## config.mk

```make
export PLATFORM = sky130hd
export DESIGN_NAME = bus_xcvr_ctrl
export DESIGN_NICKNAME = d
export VERILOG_FILES = /design/src/rtl/bus_xcvr_ctrl.sv
export SDC_FILE = /design/constraint.sdc
export NUM_CORES = 1
export LEC_CHECK = 0
export CAP_MARGIN = 15
export CORE_ASPECT_RATIO = 1.1
export CORE_MARGIN = 10
export CORE_UTILIZATION = 52
export CTS_CLUSTER_SIZE = 16
export DETAILED_ROUTE_END_ITERATION = 8
export PLACE_DENSITY = 0.79
export REMOVE_ABC_BUFFERS = 1
export SETUP_SLACK_MARGIN = 0.15
export SLEW_MARGIN = 30
export SYNTH_ARGS = -nofsm -noshare
export SYNTH_HDL_FRONTEND = slang
export SYNTH_SLANG_ARGS = --single-unit
export TNS_END_PERCENT = 20
```

## constraint.sdc

```tcl
create_clock -name clk_i -period 2.17 [get_ports clk_i]
set_clock_uncertainty 0.05 [all_clocks]
set_input_delay 0.434 -clock clk_i [delete_from_list [all_inputs] [get_ports clk_i]]
set_output_delay 0.434 -clock clk_i [all_outputs]
set_load 0.02 [all_outputs]
```

## src/rtl/bus_xcvr_ctrl.sv

```systemverilog
// rtl/bus_xcvr_ctrl.sv - control-pin sequencer for a 74646/74648-class registered bus transceiver
// Runs DIR turnaround, optional source capture and the output-enable window for one-word transfers.
module bus_xcvr_ctrl #(
  parameter int DRIVE_CYCLES = 2,
  parameter int TURN_CYCLES  = 1
) (
  input  logic clk_i,
  input  logic reset_i,
  input  logic req_i,
  input  logic req_dir_i,
  input  logic req_stored_i,
  input  logic abort_i,
  output logic busy_o,
  output logic done_o,
  output logic xcvr_dir_o,
  output logic xcvr_oe_n_o,
  output logic xcvr_clkab_o,
  output logic xcvr_clkba_o,
  output logic xcvr_sab_o,
  output logic xcvr_sba_o
);

  typedef enum logic [2:0] {
    IDLE    = 3'd0,
    TURN    = 3'd1,
    SETUP   = 3'd2,
    CAPTURE = 3'd3,
    DRIVE   = 3'd4
  } state_e;

  localparam logic [2:0] TURN_LAST  = 3'(TURN_CYCLES - 1);
  localparam logic [3:0] DRIVE_LAST = 4'(DRIVE_CYCLES - 1);

  state_e     state_q;
  logic [2:0] turn_cnt_q;
  logic [3:0] drive_cnt_q;
  logic       stored_q;
  logic       busy_q;
  logic       done_q;
  logic       dir_q;
  logic       oe_n_q;
  logic       clkab_q;
  logic       clkba_q;
  logic       sab_q;
  logic       sba_q;

  // Every output is a flop: values are chosen for the state being entered, so the
  // selects settle in SETUP one cycle before OE_n can fall in DRIVE.
  always_ff @(posedge clk_i or posedge reset_i) begin
    if (reset_i) begin
      state_q     <= IDLE;
      turn_cnt_q  <= 3'd0;
      drive_cnt_q <= 4'd0;
      stored_q    <= 1'b0;
      busy_q      <= 1'b0;
      done_q      <= 1'b0;
      dir_q       <= 1'b0;
      oe_n_q      <= 1'b1;
      clkab_q     <= 1'b0;
      clkba_q     <= 1'b0;
      sab_q       <= 1'b0;
      sba_q       <= 1'b0;
    end else begin
      done_q  <= 1'b0;
      clkab_q <= 1'b0;
      clkba_q <= 1'b0;
      if (abort_i && state_q != IDLE) begin
        state_q <= IDLE;
        busy_q  <= 1'b0;
        oe_n_q  <= 1'b1;
        sab_q   <= 1'b0;
        sba_q   <= 1'b0;
      end else begin
        case (state_q)
          IDLE: begin
            oe_n_q <= 1'b1;
            sab_q  <= 1'b0;
            sba_q  <= 1'b0;
            if (req_i) begin
              stored_q <= req_stored_i;
              busy_q   <= 1'b1;
              if (req_dir_i != dir_q) begin
                state_q    <= TURN;
                dir_q      <= req_dir_i;
                turn_cnt_q <= TURN_LAST;
              end else begin
                state_q <= SETUP;
                sab_q   <= req_dir_i & req_stored_i;
                sba_q   <= ~req_dir_i & req_stored_i;
              end
            end
          end
          TURN: begin
            oe_n_q <= 1'b1;
            if (turn_cnt_q == 3'd0) begin
              state_q <= SETUP;
              sab_q   <= dir_q & stored_q;
              sba_q   <= ~dir_q & stored_q;
            end else begin
              turn_cnt_q <= turn_cnt_q - 3'd1;
            end
          end
          SETUP: begin
            if (stored_q) begin
              state_q <= CAPTURE;
              oe_n_q  <= 1'b1;
              clkab_q <= dir_q;
              clkba_q <= ~dir_q;
            end else begin
              state_q     <= DRIVE;
              oe_n_q      <= 1'b0;
              drive_cnt_q <= DRIVE_LAST;
            end
          end
          CAPTURE: begin
            state_q     <= DRIVE;
            oe_n_q      <= 1'b0;
            drive_cnt_q <= DRIVE_LAST;
          end
          DRIVE: begin
            if (drive_cnt_q == 4'd0) begin
              state_q <= IDLE;
              busy_q  <= 1'b0;
              done_q  <= 1'b1;
              oe_n_q  <= 1'b1;
              sab_q   <= 1'b0;
              sba_q   <= 1'b0;
            end else begin
              drive_cnt_q <= drive_cnt_q - 4'd1;
            end
          end
          default: begin
            state_q <= IDLE;
            busy_q  <= 1'b0;
            oe_n_q  <= 1'b1;
            sab_q   <= 1'b0;
            sba_q   <= 1'b0;
          end
        endcase
      end
    end
  end

  assign busy_o       = busy_q;
  assign done_o       = done_q;
  assign xcvr_dir_o   = dir_q;
  assign xcvr_oe_n_o  = oe_n_q;
  assign xcvr_clkab_o = clkab_q;
  assign xcvr_clkba_o = clkba_q;
  assign xcvr_sab_o   = sab_q;
  assign xcvr_sba_o   = sba_q;

endmodule

```

---- After elaboration in Yosys (flattened, before gate mapping) ----
Index checks and enable logic that the tools add are counted.
storage, ports and cells
  flip-flop bits (word level) ............. 19
  output and inout bits ................... 8
operators by class
  add/subtract/negate cells ............... 2
  eq/ne operators ......................... 15
  mux-type cells .......................... 41
  bitwise gates (word level) .............. 7
  reductions and logical operators ........ 16
operator list
  operator               number
  $mux W3                8
  $mux W1                23
  $pmux W3 S5            1
  $pmux W4 S3            1
  $reduce_and A3 Y1      4
  $ne A2 B2 Y1 const B   5
  $ne A3 B3 Y1 const B   3
  $mux W4                2
  $pmux W1 S4            2
  $reduce_and A4 Y1      2
  $eq A3 B2 Y1 const B   2
  $logic_not A3 Y1       2
  $pmux W1 S3            2
  $pmux W3 S2            1
  $reduce_bool A3 Y1     2
  $reduce_and A5 Y1      1
  $and A1 B1 Y1          4
  $logic_not A4 Y1       1
  $ne A2 B1 Y1 const B   2
  $sub A4 B1 Y4 const B  1
  $eq A3 B1 Y1 const B   1
  $eq A3 B3 Y1 const B   1
  $not A1 Y1             3
  $reduce_or A3 Y1       1
  other kinds (6)        6

---- Depth between registers and ports, before layout ----
Gate-level depths: netlist of run 1.
  word-level depth ........................ 6
  depth in mapped cells ................... 7
  depth with buffers taken out ............ 7

---- Worst setup path after synthesis of run 1 ----
Ideal clock, no wire load.
  kind .................................... register to register
  start point ............................. register drive_cnt_q[0]
  end point ............................... register drive_cnt_q[0]
  data arrival time ....................... 1.448 ns
  data required time ...................... 1.995 ns
  path slack .............................. 0.547 ns
  stages on the path, launching flop included .. 7
  cell sequence ........................... dfrtp_1 inv_1 ha_1 or3b_1 nand2_1 nand2_1 mux2_2
on the way
  word-level cells in the longest chain between the ends .. 3
  elaborated cells on any way between the ends .. 6
  those cells by class .................... add/sub (1); eq/ne (1); mux (2); reduce/logical (2)
RTL lines
  item                                               RTL line  source
  start: declaration                                 36        logic [3:0] drive_cnt_q;
  start signal: assignment                           129       drive_cnt_q <= drive_cnt_q - 4'd1;
  $sub A4 B1 Y4 or $logic_not A4 Y1 (tied branches)  129, 121
  $mux W4 or $ne A2 B2 Y1 (tied branches)            n/a
  $pmux W4 S3 or $reduce_and A4 Y1 (tied branches)   n/a
Parallel ways exist; a longest one is shown, timed or not. The select of a mux whose other input is x is not followed.
A chain may end at the register's enable or synchronous reset.

---- Worst setup path after layout of run 1 ----
  start point ............................. register oe_n_q, in the netlist xcvr_oe_n_o
  end point ............................... output port xcvr_oe_n_o
RTL lines
  item                      RTL line  source
  start: declaration        41        logic oe_n_q;
  start signal: assignment  58        oe_n_q <= 1'b1;
  start signal: assignment  70        oe_n_q <= 1'b1;
  start signal: assignment  76        oe_n_q <= 1'b1;
  end: declaration          16        output logic xcvr_oe_n_o,
No word-level cell between the ends.

==> summary.md, run 1 <==
| Metric | Value |
|---|---|
| Register area share after synthesis | `48.6%` |
| Crit path max-delay family | `buffers and inverters` |
| Max_slew headroom | `between 60% and 70%` |
| Final wirelength | `1980 um` |
| Grt total ovfl | `0` |
| Ant diodes | `0` |
| Peak VDD IR | `0.000660 V` |
| Vias | `752` |
| Reg-to-reg endpoint | `xcvr_sab_o` |
| Pwr/cell area | `1240 nW/um^2` |
| Fin crit share | `between 80% and 90%` |
| Critical path type | `flip-flop to output pin` |
| Slowest CP cell | `clkdlybuf4s50_1` |
| Vias per cell | `5.88` |
| Core outline area | `1780 um^2` |
| Leak | `0.553 nW` |
| CTS tree | `built` |
| Vert. Die Dim | `65.6 um` |
| Row cnt | `16` |
| Area grow syn2layout | `20.4%` |
| R2r setup slk | `0.37 ns` |
| GP Congestion | `0.788` |
| Largest fanout on the critical path | `2` |
| Clock Power Share | `12.0%` |
| Mapped Cells | `91` |
| Sw Pwr | `slightly below 0.6 mW` |
| Unrepaired setup endpoints after global routing | `false` |
| Syn avg cell area | `10.8 um^2` |
| Number of H-tree levels | `1` |
| Prevailing post-synth register cell | `dfrtp_1` |
| Max-cap violations | `0` |
| Met2 usage | `17.1%` |
| Pin count of the biggest net entering global routing | `20` |
| Vias in the first global route | `about 820` |
| Worst r2r path cells | `6` |
| Final nets | `121` |
| Synth async-reset ratio | `100%` |
| Flops & latches, synth | `19` |
| Root Buffer Master | `clkbuf_4` |
| WHS | `0.395 ns` |
| DR DRC count | `0` |
| Fin. Hold Viols | `0` |
| Post-synthesis mux area share | `6.38%` |
| Reg clk slew, reported paths | `0.12 ns` |
| Critical path, cell by cell | `clkdlybuf4s50_1` |
| Commonest non-fill, non-tap cell in the layout | `dfrtp_1` |
| Final setup violation count | `0` |
| Post-DRT Antenna Nets | `0` |
| Die width | `slightly above 60 um` |
| Layout cells sized above 1 | `16.4%` |
| Drt pass-1 iters | `4` |
| XOR/XNOR Fraction of Synth Area | `approximately 1.8%` |
| Setup Fix Bufs, Post-CTS | `0` |
| Post_cts resized | `0` |
| Fin. max-slew vios | `0` |
| First-pass GRT wire length | `roughly 3600 um` |
| Clk_lat worst skew | `0.30 ns` |
| HPWL after detailed placement | `1500 um` |
| Initial DRC count | `14` |
| Cell internal pwr | `0.877 mW` |
| Worst path max stage delay | `0.60 ns` |
| Crit end category | `output pin` |
| Adder and majority gate portion of the synthesized area | `5.10%` |
| Crit Reg-Reg Startpoint | `turn_cnt_q[0]` |
| Grt met1 use | `13.8%` |
| Pwr Total | `1.47 mW` |
| Synth Warn # | `0` |
| Hold buffer count at cts | `0` |
| Synthesized cell area | `981 um^2` |
| Most frequent cells in the layout | `dfrtp_1, clkdlybuf4s50_1, inv_1` |
| Post-synth EDFFs | `0` |
| Bufs and invs on worst path | `1` |
| Total I/O pin count | `14` |
| Wire per inst | `15.5 um` |
| CP Data Required Time | `1.69 ns` |
| GR peak layer | `met2` |
| Fmax | `522 MHz` |
| Compound-Gate Fraction of Synth Area | `between 10% and 20%` |
| Seq pwr share | `38.5%` |
| Netlist cell types | `35` |
| Initial core utilization | `~55%` |
| CTS Buffer Depth | `2` |
| Least-Margin Pin Slew | `0.475 ns` |
| Area of the die | `just over 4000 um^2` |
| Clk sink count | `19` |
| Synth Area in Simple Gates | `21.0%` |
| Total CTS buffers | `3` |
| Status | `complete, no violations` |
| PortBufs | `13` |
| Main combinational cell family by area after synthesis | `simple AND/OR/NAND/NOR gates` |
| Total GRT Usage | `about 11%` |
| Critical Path Start Type | `flip-flop` |
| Fin Setup TNS | `0 ns` |
| Arrival time worst endpoint | `1.43 ns` |
| Minimum clock period | `1.92 ns` |
| Comb pwr share | `49.5%` |
| Switching part of the total | `between 40 and 50%` |
| Met3 GRT Util | `around 4.0%` |
| Worst Hold Class | `input pin to asynchronous set/reset pin` |
| Initial antenna violation count | `0` |
## Yosys cell counts (2+ instances only)
| cell type | count | area share (%) |
|---|---|---|
| a211o_1 | 2 | 1.8 |
| a32o_1 | 2 | 2.0 |
| buf_2 | 2 | 1.0 |
| dfrtp_1 | 18 | 46 |
| ha_1 | 4 | 5.1 |
| inv_1 | 9 | 3.4 |
| mux2_2 | 2 | 2.3 |
| mux2_4 | 2 | 3.1 |
| nand2_1 | 8 | 3.1 |
| nand2b_1 | 2 | 1.3 |
| nand3_1 | 4 | 2.0 |
| nor2_1 | 6 | 2.3 |
| nor3_1 | 5 | 2.6 |
| o21ai_0 | 3 | 1.5 |
| o21ai_1 | 2 | 1.0 |
## worst max-delay path by stage
| stage | from | slack [ns] | end | cells after the start |
|---|---|---|---|---|
| 2_1_floorplan | state_q[0] | 0.52 | turn_cnt_q[1] | 4 |
| 3_3_place_gp | abort_i | 0.18 | drive_cnt_q[1] | 5 |
| 3_5_place_dp | abort_i | 0.11 | xcvr_sab_o | 4 |
| 4_1_cts | xcvr_oe_n_o | 0.23 | xcvr_oe_n_o | 1 |
| 5_1_grt | xcvr_oe_n_o | 0.18 | xcvr_oe_n_o | 1 |
| 6_report | xcvr_oe_n_o | 0.25 | xcvr_oe_n_o | 1 |
## cell type report
class	instances	area (um^2)
sequential	19	477
fill	146	601
tap	18	22.5
clock inverter	1	5.00
clock buffer	3	22.5
inverter	9	33.8
multi-input combinational	61	460
timing repair buffer	17	160
## through the flow
stage | cell area (um^2) | util (%) | worst slack [ns] | std cells
final | 1180 | 66.3 | 0.254 | 128
after CTS | 1180 | 66.3 | 0.229 | 128
after floorplan | 971 | - | 0.523 | 89
after global routing | 1180 | 66.3 | 0.184 | 128
after detailed placement | 1150 | 64.7 | 0.112 | 124
after global placement | 1150 | 64.7 | 0.178 | 124
## per-layer routing
layer	routed length (um)	share of wire (%)	up-vias
li1	-	-	359
met1	908	46	367
met2	915	46	20
met3	138	7.0	6
met4	19	0.96	0
met5	0	0	-
## state kept, by name (all words and copies together), names as in the netlist
signal and cells:
drive_cnt_q 4, state_q 3, turn_cnt_q 3, busy_o 1, done_o 1, stored_q 1
xcvr_clkab_o 1, xcvr_clkba_o 1, xcvr_dir_o 1, xcvr_oe_n_o 1, xcvr_sab_o 1, xcvr_sba_o 1
## cell families (layout without fill, tap and decap cells)
| logic type | after synthesis | after routing |
|---|---|---|
| XOR/XNOR | 2 | 2 |
| AO/OA/AOI/OAI | 17 | 17 |
| AND/OR/NAND/NOR | 33 | 33 |
| adder cells (fa/ha/maj) | 4 | 4 |
| buffers and inverters | 11 | 30 |
| flip-flops | 19 | 19 |
| multiplexers | 5 | 5 |
## power groups by stage
stage                     clock (mW)  combinational (mW)  sequential, mW
after floorplan                    0               0.435           0.622
after global placement             0               0.698           0.563
after detailed placement           0               0.724           0.569
after CTS                      0.183               0.732           0.564
after global routing           0.202               0.811           0.581
final                          0.176               0.727           0.565
(Power assumes the default switching activity.)
==> run 2, diff against run 1 <==
- CORE_ASPECT_RATIO: 1.1 -> not set
- CORE_UTILIZATION: 52 -> 47
- PLACE_DENSITY: 0.79 -> 0.75
- clock period: 2.17 -> 1.7 ns (I/O delays scaled with it)
==> run 2 against run 1 <==
Compared with the run above: worst setup slack lost 0.21 ns; combinational power rose by 110%; non-clock buffer count increased by 24; largest power group unchanged; first-iteration DRC count is 110% higher; global-route usage shrank 0.11 points; clock-buffer cell count did not move; utilization grew 12 points.
==> summary.md, run 2 (same netlist as run 1, synthesis figures left out) <==
| Metric | Value |
|---|---|
| Leak | `0.813 nW (was 0.553 nW)` |
| Vias in the first global route | `836 (was 817)` |
| CP Data Required Time | `1.83 ns (was 1.69 ns)` |
| Minimum clock period | `1.65 ns` |
| Post-DRT Antenna Nets | `0 (unchanged)` |
| Clk_lat worst skew | `0.30 ns (about the same)` |
| Ant diodes | `0 (unchanged)` |
| PortBufs | `13 (unchanged)` |
| Area of the die | `4310 um^2 (was 4030 um^2)` |
| Core outline area | `1980 um^2 (was 1780 um^2)` |
| Least-Margin Pin Slew | `0.397 ns (was 0.475 ns)` |
| Worst path max stage delay | `0.41 ns (was 0.60 ns)` |
| Pin count of the biggest net entering global routing | `12 (was 20)` |
| Vias per cell | `5.53 (was 5.88)` |
| Final nets | `145 (was 121)` |
| Fin Setup TNS | `0 ns (unchanged)` |
| Initial DRC count | `30 (was 14)` |
| Final setup violation count | `0 (unchanged)` |
| Regs by FF count | `drive_cnt_q x4, state_q x3, turn_cnt_q x3 (unchanged)` |
| Commonest non-fill, non-tap cell in the layout | `buf_4 (was dfrtp_1)` |
| CTS Buffer Depth | `2 (unchanged)` |
| Initial antenna violation count | `0 (unchanged)` |
| Peak VDD IR | `0.000978 V (was 0.000660 V)` |
| Crit end category | `flip-flop (was output pin)` |
| Grt total ovfl | `0 (unchanged)` |
| Number of H-tree levels | `1 (unchanged)` |
| Area grow syn2layout | `57.3% (was 20.4%)` |
| Fin. Hold Viols | `0 (unchanged)` |
| Max FFs per register | `4 (unchanged)` |
| GP Congestion | `0.811 (was 0.788)` |
| Clk sink count | `19 (unchanged)` |
| Total I/O pin count | `14 (unchanged)` |
| Vias | `890 (was 752)` |
| Pre-CTS WS | `-0.167 ns (was 0.112 ns)` |
| Fin crit share | `97.3%` |
| Pwr Total | `2.47 mW (was 1.47 mW)` |
| Most flop-heavy register | `drive_cnt_q (unchanged)` |
| Fmax | `605 MHz` |
| R2r setup slk | `0.05 ns (was 0.37 ns)` |
| Unrepaired setup endpoints after global routing | `true (was false)` |
| Root Buffer Master | `clkbuf_4 (unchanged)` |
| Wire per inst | `16.7 um (was 15.5 um)` |
| Reg clk slew, reported paths | `0.10 ns (was 0.12 ns)` |
| Critical Path Start Type | `flip-flop (unchanged)` |
| DR DRC count | `0 (unchanged)` |
| First-pass GRT wire length | `3640 um (was 3550 um)` |
| Vert. Die Dim | `65.7 um (was 65.6 um)` |
| Critical path, cell by cell | `inv_2 > ha_4 > or3b_4 > nand2_4 > nand2_4 > mux2_4 (was clkdlybuf4s50_1)` |
| Most frequent cells in the layout | `buf_4, dfrtp_1, inv_1, dlymetal6s2s_1, nor2_1 (was dfrtp_1, clkdlybuf4s50_1, inv_1)` |
| Worst Hold Class | `input pin to asynchronous set/reset pin (unchanged)` |
| Total CTS buffers | `3 (unchanged)` |
| Layout cells sized above 1 | `48.5% (was 16.4%)` |
| CTS tree | `built (unchanged)` |
| Max-cap violations | `0 (unchanged)` |
| Final wirelength | `2690 um (was 1980 um)` |
| Critical path type | `flip-flop to flip-flop (was flip-flop to output pin)` |
| Hold buffer count at cts | `0 (unchanged)` |
| HPWL after detailed placement | `1590 um (was 1500 um)` |
| Pwr/cell area | `1600 nW/um^2 (was 1240 nW/um^2)` |
| Drt pass-1 iters | `4 (unchanged)` |
| Max_slew headroom | `73.4% (was 68.1%)` |
| Most frequent cell on the critical path | `nand2_4` |
| Initial core utilization | `49.5% (was 55.1%)` |
| Arrival time worst endpoint | `1.79 ns (was 1.43 ns)` |
| Status | `complete, no violations (unchanged)` |
| Setup slack after layout | `0.0463 ns (was 0.254 ns)` |
| FILL cells | `118 (was 146)` |
| Total GRT Usage | `10.8% (was 10.9%)` |
| Slowest CP cell | `or3b_4 (was clkdlybuf4s50_1)` |
| Row cnt | `16 (unchanged)` |
| Die width | `65.7 um (was 61.4 um)` |
| Fin. max-slew vios | `0 (unchanged)` |
| Largest fanout on the critical path | `5 (was 2)` |
[run 2: changes by cell type in the layout (fill, tap and decap cells not counted), moves of 5 or more]
cell,change
dlymetal6s2s_1,+7
buf_6,+5
clkdlybuf4s50_1,-9
buf_4,+19
[run 2: what timing repair did]
item	CTS	global route
resized for setup	9	42
buffers inserted	4	7
pin swaps	0	14
setup endpoints to repair	18	20
[run 2: metal layers]
metal	track usage (%)	up-vias	share of wire [%]
met5	0	-	0
met4	5.61	0	2.8
met3	4.41	13	6.0
met2	17.8	33	51
met1	11.6	430	40
li1	-	414	-
[run 2: worst max-delay path, delay by kind of cell (launching register included)]
kind	cells	cell delay [ns]
fa+ha+maj	1	0.13
buf+inv	1	0.09
flops	1	0.40
mux	1	0.26
simple gates	3	0.61
[run 2: worst paths after layout]
path,from,endpoint,cells past startpoint
max,drive_cnt_q[0],drive_cnt_q[0],6
min,reset_i,drive_cnt_q[3],2
max reg2reg,drive_cnt_q[0],drive_cnt_q[0],6
min reg2reg,busy_o,busy_o,1
max in group asynchronous,reset_i,state_q[0],3
min in group clk_i,abort_i,done_o,3
[run 2: layout make-up]
class | count | area, um^2 | share of cell area, %
flip-flops and latches | 19 | 480 | 31.1
clock inverters | 1 | 5.00 | 0.324
multi-input cells | 61 | 597 | 38.7
well taps | 27 | 33.8 | 2.19
inverters | 9 | 33.8 | 2.19
clock buffers | 3 | 22.5 | 1.46
repair buffers | 41 | 370 | 24.0
[run 2: through the flow]
| stage | std cells | hold WS (ns) | instance area, um^2 | util (%) |
|---|---|---|---|---|
| after floorplan | 89 | 0.240 | 971 | - |
| after global placement | 146 | 0.415 | 1260 | 63.7 |
| after detailed placement | 146 | 0.422 | 1260 | 63.7 |
| after CTS | 154 | 0.250 | 1330 | 67.3 |
| after global routing | 161 | 0.259 | 1540 | 77.8 |
| final | 161 | 0.240 | 1540 | 77.8 |
[run 2: report_power, final]
part           internal [mW]  total, mW  switching (mW)
registers              0.603      0.744           0.141
logic                  0.788       1.50           0.711
clock network         0.0876      0.225           0.138
==> run 3, diff against run 2 <==
- PLACE_DENSITY: 0.75 -> 0.77
- SKIP_LAST_GASP: not set -> 1
==> run 3 against run 2 <==
Compared with the run above: critical path depth decreased by 5; worst setup slack gained 0.0024 ns; sequential power shrank 2%; global-route usage is 1.0 points higher; via count down 6.7%; sequential share of layout area up 2.0 points; wire length decreased by 13%; combinational power fell by 10%; fmax up 0.15%; highest routed layer unchanged.
==> summary.md, run 3 (same netlist as run 1, synthesis figures left out) <==
| Metric | Value |
|---|---|
| Initial DRC count | `38 (was 30)` |
| Die width | `65.7 um (unchanged)` |
| Largest fanout on the critical path | `2 (was 5)` |
| Least-Margin Pin Slew | `0.374 ns (was 0.397 ns)` |
| Setup slack after layout | `0.0487 ns (was 0.0463 ns)` |
| Fin. Hold Viols | `0 (unchanged)` |
| Drt pass-1 iters | `4 (unchanged)` |
| CTS Buffer Depth | `2 (unchanged)` |
| GP Congestion | `0.820 (was 0.811)` |
| WHS | `0.233 ns (was 0.240 ns)` |
| CTS tree | `built (unchanged)` |
| Final wirelength | `2340 um (was 2690 um)` |
| Worst Hold Class | `input pin to asynchronous set/reset pin (unchanged)` |
| Max FFs per register | `4 (unchanged)` |
| Critical path, cell by cell | `clkdlybuf4s50_1 (was inv_2 > ha_4 > or3b_4 > nand2_4 > nand2_4 > mux2_4)` |
| Reg clk slew, reported paths | `0.10 ns (about the same)` |
| Crit Reg-Reg Startpoint | `drive_cnt_q[0] (unchanged)` |
| FILL cells | `127 (was 118)` |
| Crit end category | `output pin (was flip-flop)` |
| Arrival time worst endpoint | `1.26 ns (was 1.79 ns)` |
| Fin. max-slew vios | `0 (unchanged)` |
| DR DRC count | `0 (unchanged)` |
| Commonest non-fill, non-tap cell in the layout | `buf_4 (unchanged)` |
| Pre-CTS WS | `-0.189 ns (was -0.167 ns)` |
| Vias in the first global route | `875 (was 836)` |
| Ant diodes | `0 (unchanged)` |
| Total I/O pin count | `14 (unchanged)` |
| Most frequent cells in the layout | `buf_4, dfrtp_1, clkdlybuf4s50_1 (was buf_4, dfrtp_1, inv_1, dlymetal6s2s_1, nor2_1)` |
| Vias per cell | `5.22 (was 5.53)` |
| Finished Cell Area | `1440 um^2 (was 1540 um^2)` |
| Max-cap violations | `0 (unchanged)` |
| R2r setup slk | `0.06 ns (was 0.05 ns)` |
| Regs by FF count | `drive_cnt_q x4, state_q x3, turn_cnt_q x3 (unchanged)` |
| First-pass GRT wire length | `4050 um (was 3640 um)` |
| Bufs and invs on worst path | `1 (unchanged)` |
| FF/Latch Area | `477 um^2 (was 480 um^2)` |
| Row cnt | `16 (unchanged)` |
| Worst path max stage delay | `0.61 ns (was 0.41 ns)` |
| Vert. Die Dim | `65.7 um (unchanged)` |
| Crit path max-delay family | `buffers and inverters (was simple AND/OR/NAND/NOR gates)` |
| Status | `complete, no violations (unchanged)` |
| CP Data Required Time | `1.31 ns (was 1.83 ns)` |
| Leak | `0.699 nW (was 0.813 nW)` |
| Pin count of the biggest net entering global routing | `12 (unchanged)` |
| Minimum clock period | `1.65 ns (about the same)` |
| Initial core utilization | `49.5% (unchanged)` |
| Pwr Total | `2.30 mW (was 2.47 mW)` |
| Grt total ovfl | `0 (unchanged)` |
| Wire per inst | `14.7 um (was 16.7 um)` |
| HPWL after detailed placement | `1620 um (was 1590 um)` |
| Number of H-tree levels | `1 (unchanged)` |
| Clk_lat worst skew | `0.29 ns (was 0.30 ns)` |
| Fmax | `606 MHz (was 605 MHz)` |
| Area of the die | `4310 um^2 (unchanged)` |
| Clk sink count | `19 (unchanged)` |
| Pwr/cell area | `1600 nW/um^2 (about the same)` |
| Placed cell areas | `1280 um^2 (was 1260 um^2)` |
| Total GRT Usage | `11.8% (was 10.8%)` |
| Final setup violation count | `0 (unchanged)` |
| Final nets | `143 (was 145)` |
| Peak VDD IR | `0.00102 V (was 0.000978 V)` |
| Critical path type | `flip-flop to output pin (was flip-flop to flip-flop)` |
| Core outline area | `1980 um^2 (unchanged)` |
| Vias | `830 (was 890)` |
| Reg-to-reg endpoint | `busy_o (was drive_cnt_q[0])` |
| Layout cells sized above 1 | `37.9% (was 48.5%)` |
| Post-DRT Antenna Nets | `0 (unchanged)` |
| Area grow syn2layout | `46.4% (was 57.3%)` |
| Initial antenna violation count | `0 (unchanged)` |
| Total CTS buffers | `3 (unchanged)` |
| Root Buffer Master | `clkbuf_4 (unchanged)` |
| Fin crit share | `97.1% (was 97.3%)` |
| Max_slew headroom | `75.0% (was 73.4%)` |
| Critical Path Start Type | `flip-flop (unchanged)` |
| Multi-input logic area | `531 um^2 (was 597 um^2)` |
| Most flop-heavy register | `drive_cnt_q (unchanged)` |
| Worst r2r path cells | `5 (was 6)` |
| Slowest CP cell | `clkdlybuf4s50_1 (was or3b_4)` |
| Unrepaired setup endpoints after global routing | `true (unchanged)` |
| PortBufs | `13 (unchanged)` |
## run 3: cell types whose count changed in the layout (fill, tap and decap cells not counted), moves of 3 or more
cell,before,now
dlymetal6s2s_1,7,2
dfrtp_1,15,18
dfrtp_2,3,0
nand3_2,4,1
buf_6,5,2
o21ai_2,3,0
nand3_1,0,3
clkdlybuf4s50_1,4,9
## run 3: how the worst max path moves through the flow
| stage | startpoint | to | depth (start not counted) |
|---|---|---|---|
| 2_1_floorplan | state_q[0] | turn_cnt_q[1] | 4 |
| 3_3_place_gp | abort_i | turn_cnt_q[1] | 5 |
| 3_5_place_dp | abort_i | drive_cnt_q[1] | 5 |
| 4_1_cts | xcvr_sba_o | xcvr_sba_o | 1 |
| 5_1_grt | busy_o | busy_o | 1 |
| 6_report | busy_o | busy_o | 1 |
## run 3: where the power goes
group / internal [mW] / switching (mW) / total [mW]
Sequential: 0.598 / 0.129 / 0.727
Combinational: 0.725 / 0.625 / 1.35
Clock: 0.0913 / 0.135 / 0.226
Total: 1.41 / 0.889 / 2.30
## run 3: what timing repair did
action | 4_1_cts | 5_1_grt
pin swaps | 5 | 4
endpoints found under the setup margin | 20 | 22
hold endpoints to repair | 0 | 0
resized for setup | 15 | 8
cloned | 0 | 0
buffers inserted | 5 | 1
hold buffers | 0 | 0
## run 3: area by class of cell
| cell class | instances | share of cell area (%) |
|---|---|---|
| Multi-Input combinational cell | 61 | 36.9 |
| Sequential cell | 19 | 33.2 |
| Timing Repair Buffer | 39 | 23.3 |
| Inverter | 9 | 2.35 |
| Tap cell | 27 | 2.35 |
| Clock buffer | 4 | 1.83 |
## run 3: stage by stage
| step | cells | utilization, % | TNS, ns |
|---|---|---|---|
| 5_1_grt | 159 | 72.5 | -0.0366 |
| 6_report | 159 | 72.5 | 0 |
| 2_1_floorplan | 89 | - | 0 |
| 3_5_place_dp | 149 | 64.8 | -1.40 |
| 3_3_place_gp | 149 | 64.8 | -0.937 |
| 4_1_cts | 158 | 70.8 | 0 |
## run 3: metal layers
layer | vias to the layer above | global-route usage (%) | wire length (um)
met5 | - | 0 | 0
met4 | 0 | 5.08 | 38
met3 | 7 | 3.39 | 110
met2 | 22 | 19.6 | 1160
met1 | 398 | 13.9 | 1030
li1 | 403 | - | -
